[config.mk]
export PLATFORM = sky130hd
export DESIGN_NAME = fixed_point_divider
export DESIGN_NICKNAME = d
export VERILOG_FILES = /design/src/rtl/fixed_point_divider.sv
export SDC_FILE = /design/constraint.sdc
export NUM_CORES = 1
export LEC_CHECK = 0
export CAP_MARGIN = 20
export CORE_ASPECT_RATIO = 1.1
export CORE_MARGIN = 2
export CORE_UTILIZATION = 50
export CTS_BUF_LIST = sky130_fd_sc_hd__clkbuf_8
export DETAILED_ROUTE_END_ITERATION = 10
export PLACE_DENSITY = 0.74
export SYNTH_ARGS = -nofsm -noshare
export SYNTH_HDL_FRONTEND = slang
export SYNTH_SLANG_ARGS = --single-unit
[constraint.sdc]
create_clock -name clock -period 17.3 [get_ports clock]
set_clock_uncertainty 0.05 [all_clocks]
set_input_delay 1.73 -clock clock [delete_from_list [all_inputs] [get_ports clock]]
set_output_delay 1.73 -clock clock [all_outputs]
set_load 0.1 [all_outputs]
[src/rtl/fixed_point_divider.sv]
// Signed fixed-point divider: quotient = (dividend << F) / divisor, radix-2 restoring,
// one operation in flight, saturating result with divide-by-zero and overflow flags.
package ransac_fixed;
    localparam int integer_bits  = 16;
    localparam int fraction_bits = 16;
    typedef logic signed [integer_bits+fraction_bits-1:0] fixed_t;
    function automatic int value_bits();
        return integer_bits + fraction_bits;
    endfunction
endpackage

module fixed_point_divider #(
    parameter type external_pipeline = logic
) (
    input  logic                  clock,
    input  logic                  reset,
    input  logic                  start,
    output logic                  ready,
    input  ransac_fixed::fixed_t  dividend,
    input  ransac_fixed::fixed_t  divisor,
    input  external_pipeline      pipeline_i,
    output ransac_fixed::fixed_t  quotient,
    output logic                  done,
    output logic                  divide_by_zero,
    output logic                  overflow,
    output external_pipeline      pipeline_o
);
    import ransac_fixed::*;

    localparam int V  = ransac_fixed::value_bits();
    localparam int F  = ransac_fixed::fraction_bits;
    localparam int N  = V + F;
    localparam int CW = $clog2(N + 1);

    localparam fixed_t         MAX_Q   = {1'b0, {(V-1){1'b1}}};
    localparam fixed_t         MIN_Q   = {1'b1, {(V-1){1'b0}}};
    localparam logic [N-1:0]   POS_LIM = {{(N-V+1){1'b0}}, {(V-1){1'b1}}};
    localparam logic [N-1:0]   NEG_LIM = {{(N-V){1'b0}}, 1'b1, {(V-1){1'b0}}};

    typedef enum logic [1:0] {IDLE, SETUP, DIVIDE, FINISH} state_t;

    state_t           state;
    fixed_t           a_q, b_q;
    external_pipeline tag_q;
    logic [V:0]       dmag;
    logic [V-1:0]     rem;
    logic [N-1:0]     nq;
    logic [CW-1:0]    count;
    logic             neg, a_neg, b_zero;

    logic [V:0]       rem_shift;
    logic             fits;
    logic [V-1:0]     rem_next;
    fixed_t           q_neg;

    // V+1 bits so that the most-negative operand has a representable magnitude
    function automatic logic [V:0] mag(input fixed_t x);
        logic [V:0] e;
        e = {x[V-1], x};
        return x[V-1] ? (~e + 1'b1) : e;
    endfunction

    // nq shifts numerator bits out of the top while quotient bits enter at the bottom
    assign rem_shift = {rem, nq[N-1]};
    assign fits      = rem_shift >= dmag;
    assign rem_next  = fits ? V'(rem_shift - dmag) : rem_shift[V-1:0];
    assign q_neg     = ~nq[V-1:0] + 1'b1;
    assign ready     = (state == IDLE);

    always_ff @(posedge clock or posedge reset) begin
        if (reset) begin
            state          <= IDLE;
            done           <= 1'b0;
            quotient       <= '0;
            divide_by_zero <= 1'b0;
            overflow       <= 1'b0;
            pipeline_o     <= '0;
            a_q            <= '0;
            b_q            <= '0;
            tag_q          <= '0;
            dmag           <= '0;
            rem            <= '0;
            nq             <= '0;
            count          <= '0;
            neg            <= 1'b0;
            a_neg          <= 1'b0;
            b_zero         <= 1'b0;
        end else begin
            done <= 1'b0;
            case (state)
                IDLE: begin
                    if (start) begin
                        a_q   <= dividend;
                        b_q   <= divisor;
                        tag_q <= pipeline_i;
                        state <= SETUP;
                    end
                end
                SETUP: begin
                    dmag   <= mag(b_q);
                    nq     <= N'(mag(a_q)) << F;
                    neg    <= a_q[V-1] ^ b_q[V-1];
                    a_neg  <= a_q[V-1];
                    b_zero <= (b_q == '0);
                    rem    <= '0;
                    count  <= CW'(N);
                    state  <= DIVIDE;
                end
                DIVIDE: begin
                    rem   <= rem_next;
                    nq    <= {nq[N-2:0], fits};
                    count <= count - 1'b1;
                    if (count == CW'(1))
                        state <= FINISH;
                end
                FINISH: begin
                    done       <= 1'b1;
                    pipeline_o <= tag_q;
                    state      <= IDLE;
                    if (b_zero) begin
                        quotient       <= a_neg ? MIN_Q : MAX_Q;
                        divide_by_zero <= 1'b1;
                        overflow       <= 1'b0;
                    end else if (!neg && nq > POS_LIM) begin
                        quotient       <= MAX_Q;
                        divide_by_zero <= 1'b0;
                        overflow       <= 1'b1;
                    end else if (neg && nq > NEG_LIM) begin
                        quotient       <= MIN_Q;
                        divide_by_zero <= 1'b0;
                        overflow       <= 1'b1;
                    end else begin
                        quotient       <= neg ? q_neg : fixed_t'(nq[V-1:0]);
                        divide_by_zero <= 1'b0;
                        overflow       <= 1'b0;
                    end
                end
                default: state <= IDLE;
            endcase
        end
    end
endmodule

==> summary.md <==
| Metric | Value |
|---|---|
| Pleak | 6.50 nW |
| CP Data Required Time | 15.52 ns |
| Setup crit start kind | register |
| Max_slew headroom | 30.5% |
| Reg power frac | 32.2% |
| Skew-Pair Late Insertion Delay | 0.57 ns |
| CTS Hold Bufs | 0 |
| Largest area contributor in the netlist | dfrtp_1 |
| Synth Net Count | 1461 |
| DRC | 0 |
| Initial core utilization | 51.3% |
| Postcts setup bufs | 0 |
| Cell row count | 61 |
| Final period utilization | 24.3% |
| Most frequent cells in the layout | 225 x dfrtp_1, 114 x inv_1, 104 x clkdlybuf4s50_1 |
| Seq cells post-synth | 225 |
| Worst reg2reg path endpoint | rem[18]$_DFFE_PP0P_ |
| Crit Path Class | reg2out |
| WL/cell | 15.9 µm |
| Initial DRC count | 413 |
| Cell depth of the worst flop-to-flop path | 10 |
| Fillers | 2178 |
| Fin. Hold Viols | 0 |
| Logic pwr share | 52.2% |
| Slowest CP cell | clkdlybuf4s50_1 |
| VDD IR max | 0.110 mV |
| EDFF count, synth | 0 |
| Clk sinks | 225 |
| Layout area overhead | 16.4% |
| Mean post-synth cell area | 9.65 µm² |
| RSZ-0062 raised after global routing | no |
| CTS Buffer Depth | 3 |
| Commonest non-fill, non-tap cell in the layout | dfrtp_1 |
| Clock Tree Root | clkbuf_8 |
| Uppermost layer routed | met4 |
| Fmax | 238 MHz |
| Pin count of the biggest net entering global routing | 148 |
| Number of max-slew violations in the final report | 0 |
| Worst-path cell chain | inv_1, ha_2, clkdlybuf4s50_1 |
| CTS buffer count | 37 |
| I/O Buffers | 104 |
| Sw power | 1.41 mW |
| Int Pwr | 1.62 mW |
| Least-Margin Pin Slew | 1.04 ns |
| Sw Ratio | 46.5% |
| Grt ovf | 0 |
| Worst hold path class | reg2reg |
| Tmin final | 4.20 ns |
| Routed wl met3 | 1210 µm |
| # Max-Cap Violations | 0 |
| Worst-path clk slew | 0.06 ns |
| Clk network pwr share | 15.6% |
| Top cells by area, synth | dfrtp_1 43%, mux2_2 7.8%, xor2_1 4.8% |
| Routability cong. | 0.898 |
| CTS tree | built |
| Outcome | completed |
| Reg-to-reg setup timing slack | 13.81 ns |
| Post-route setup TNS | 0 ns |
| Die height | 173 µm |
| CTS resizes | 0 |
| DRT Pass-1 Iters | 6 |
| Share of layout cells above drive strength 1 | 13.1% |
| Final nets | 1547 |
| Mapped Cells | 1350 |
| H-tree lvl count | 2 |
| Crit end category | primary output |
| Setup Viol. Count Final | 0 |
| Die Footprint | 27400 µm² |
| Antenna cells | 0 |
| Register area share after synthesis | 43.2% |
| Antenna Nets Post-Route | 0 |
| Vias | 10300 |
| Asr flop ratio synth | 100% |
| Post-Route Utilization | 59.7% |
| Max incr delay on CP | 1.15 ns |
| Power Density | 199 nW/µm² |
| Number of global-route vias before repair | 9969 |
| Vias per std cell | 5.68 |
| Placed insts | 1739 |
| Initial antenna violation count | 0 |
| Yosys top cell area share | 43.2% |
| Post-Layout Cell Count | 1806 |
| Met2 wire len | 13800 µm |
| Synthesis warning total | 0 |
| Total wire length | 28600 µm |
| WL met1 | 13000 µm |
| First-pass GRT wire length | 48700 µm |
| IO Count | 105 |
| Area of the core | 25400 µm² |
| Reg-to-Reg Start | dmag[16]$_DFFE_PP0N_ |
| CP Launch Point | state[0]$_DFFE_PP0P_ |
| Ys flop type | dfrtp_1 |
| Die Width | 158 µm |
| Number of library cell types mapped by synthesis | 73 |
| Gr usage total | 21.4% |
| Post-Syn Area | 13000 µm² |
| Critical Path Sink | ready |
| DP Wirelength | 19900 µm |
| Worst-path fanout max | 4 |
| Crit path DAT | 2.42 ns |
[registers in the layout, summed over array words and instances (netlist names)]
name / flops
tag_q: 1
pipeline_o: 1
quotient: 32
rem: 32
dmag: 33
done: 1
nq: 48
state: 2
a_neg: 1
divide_by_zero: 1
b_zero: 1
a_q: 32
count: 6
overflow: 1
b_q: 32
neg: 1
[final cells by class]
cell class / instances / area (µm²) / area share, %
Tap cell: 346 / 433 / 2.85
Multi-Input combinational cell: 942 / 6710 / 44.2
Sequential cell: 225 / 5630 / 37.1
Timing Repair Buffer: 120 / 1230 / 8.10
Clock inverter: 20 / 153 / 1.01
Clock buffer: 43 / 592 / 3.90
Inverter: 110 / 420 / 2.77
[worst max-delay path, delay by kind of cell, from the launching register on]
family | cells | cell delay (ns)
adders and majority gates | 1 | 0.23
buffers and inverters | 2 | 1.25
DFF | 1 | 0.42
[Yosys cell counts, drive strengths merged (15+ instances only)]
| library cell | number |
|---|---|
| a21oi | 82 |
| clkbuf | 62 |
| dfrtp | 225 |
| ha | 42 |
| inv | 109 |
| mux2 | 90 |
| mux2i | 20 |
| nand2 | 95 |
| nand3 | 39 |
| nor2 | 89 |
| nor4 | 23 |
| o21ai | 92 |
| o221ai | 35 |
| o2bb2ai | 16 |
| o31ai | 25 |
| o41ai | 15 |
| xnor2 | 44 |
| xor2 | 72 |
[logic make-up after synthesis]
family                     Yosys count  synth area share [%]
muxes                              110                  9.32
AOI/OAI and AO/OA                  343                  17.4
and+or+nand+nor                    330                  12.7
xor gates and xnor gates           116                  7.80
buffers and inverters              183                  5.37
DFF                                225                  43.2
adders and majority gates           43                  4.19
[worst min-delay path by stage]
stage                     cells after the start  slack, ns                 start                   end
after floorplan                               2       0.40  dmag[32]$_DFFE_PP0N_  dmag[32]$_DFFE_PP0N_
after global placement                        2       0.43  dmag[32]$_DFFE_PP0N_  dmag[32]$_DFFE_PP0N_
after CTS                                     2       0.44  dmag[32]$_DFFE_PP0N_  dmag[32]$_DFFE_PP0N_
after global routing                          1       0.48  overflow$_DFFE_PP0P_  overflow$_DFFE_PP0P_
after detailed placement                      2       0.43  dmag[32]$_DFFE_PP0N_  dmag[32]$_DFFE_PP0N_
final                                         2       0.44  dmag[32]$_DFFE_PP0N_  dmag[32]$_DFFE_PP0N_
[power groups by stage]
stage	sequential [mW]	combinational, mW	clock [mW]
2_1_floorplan	1.17	1.02	0
3_3_place_gp	0.973	1.53	0
3_5_place_dp	0.986	1.56	0
4_1_cts	0.978	1.57	0.485
5_1_grt	1.01	1.74	0.510
6_report	0.973	1.58	0.473
[through the flow]
step	worst slack, ns	hold WS (ns)	power (mW)	cell area (µm²)
after floorplan	9.36	0.399	2.19	13000
after global placement	13.11	0.433	2.50	14300
after detailed placement	13.10	0.431	2.54	14300
after CTS	13.08	0.442	3.03	15100
after global routing	13.01	0.477	3.25	15200
final	13.10	0.441	3.02	15200
[per-layer routing]
metal / up-vias / global-route usage, %
li1: 5008 / -
met5: - / 0
met2: 233 / 35.9
met1: 4971 / 28.8
met3: 52 / 3.23
met4: 0 / 5.72
(Power assumes the default switching activity.)
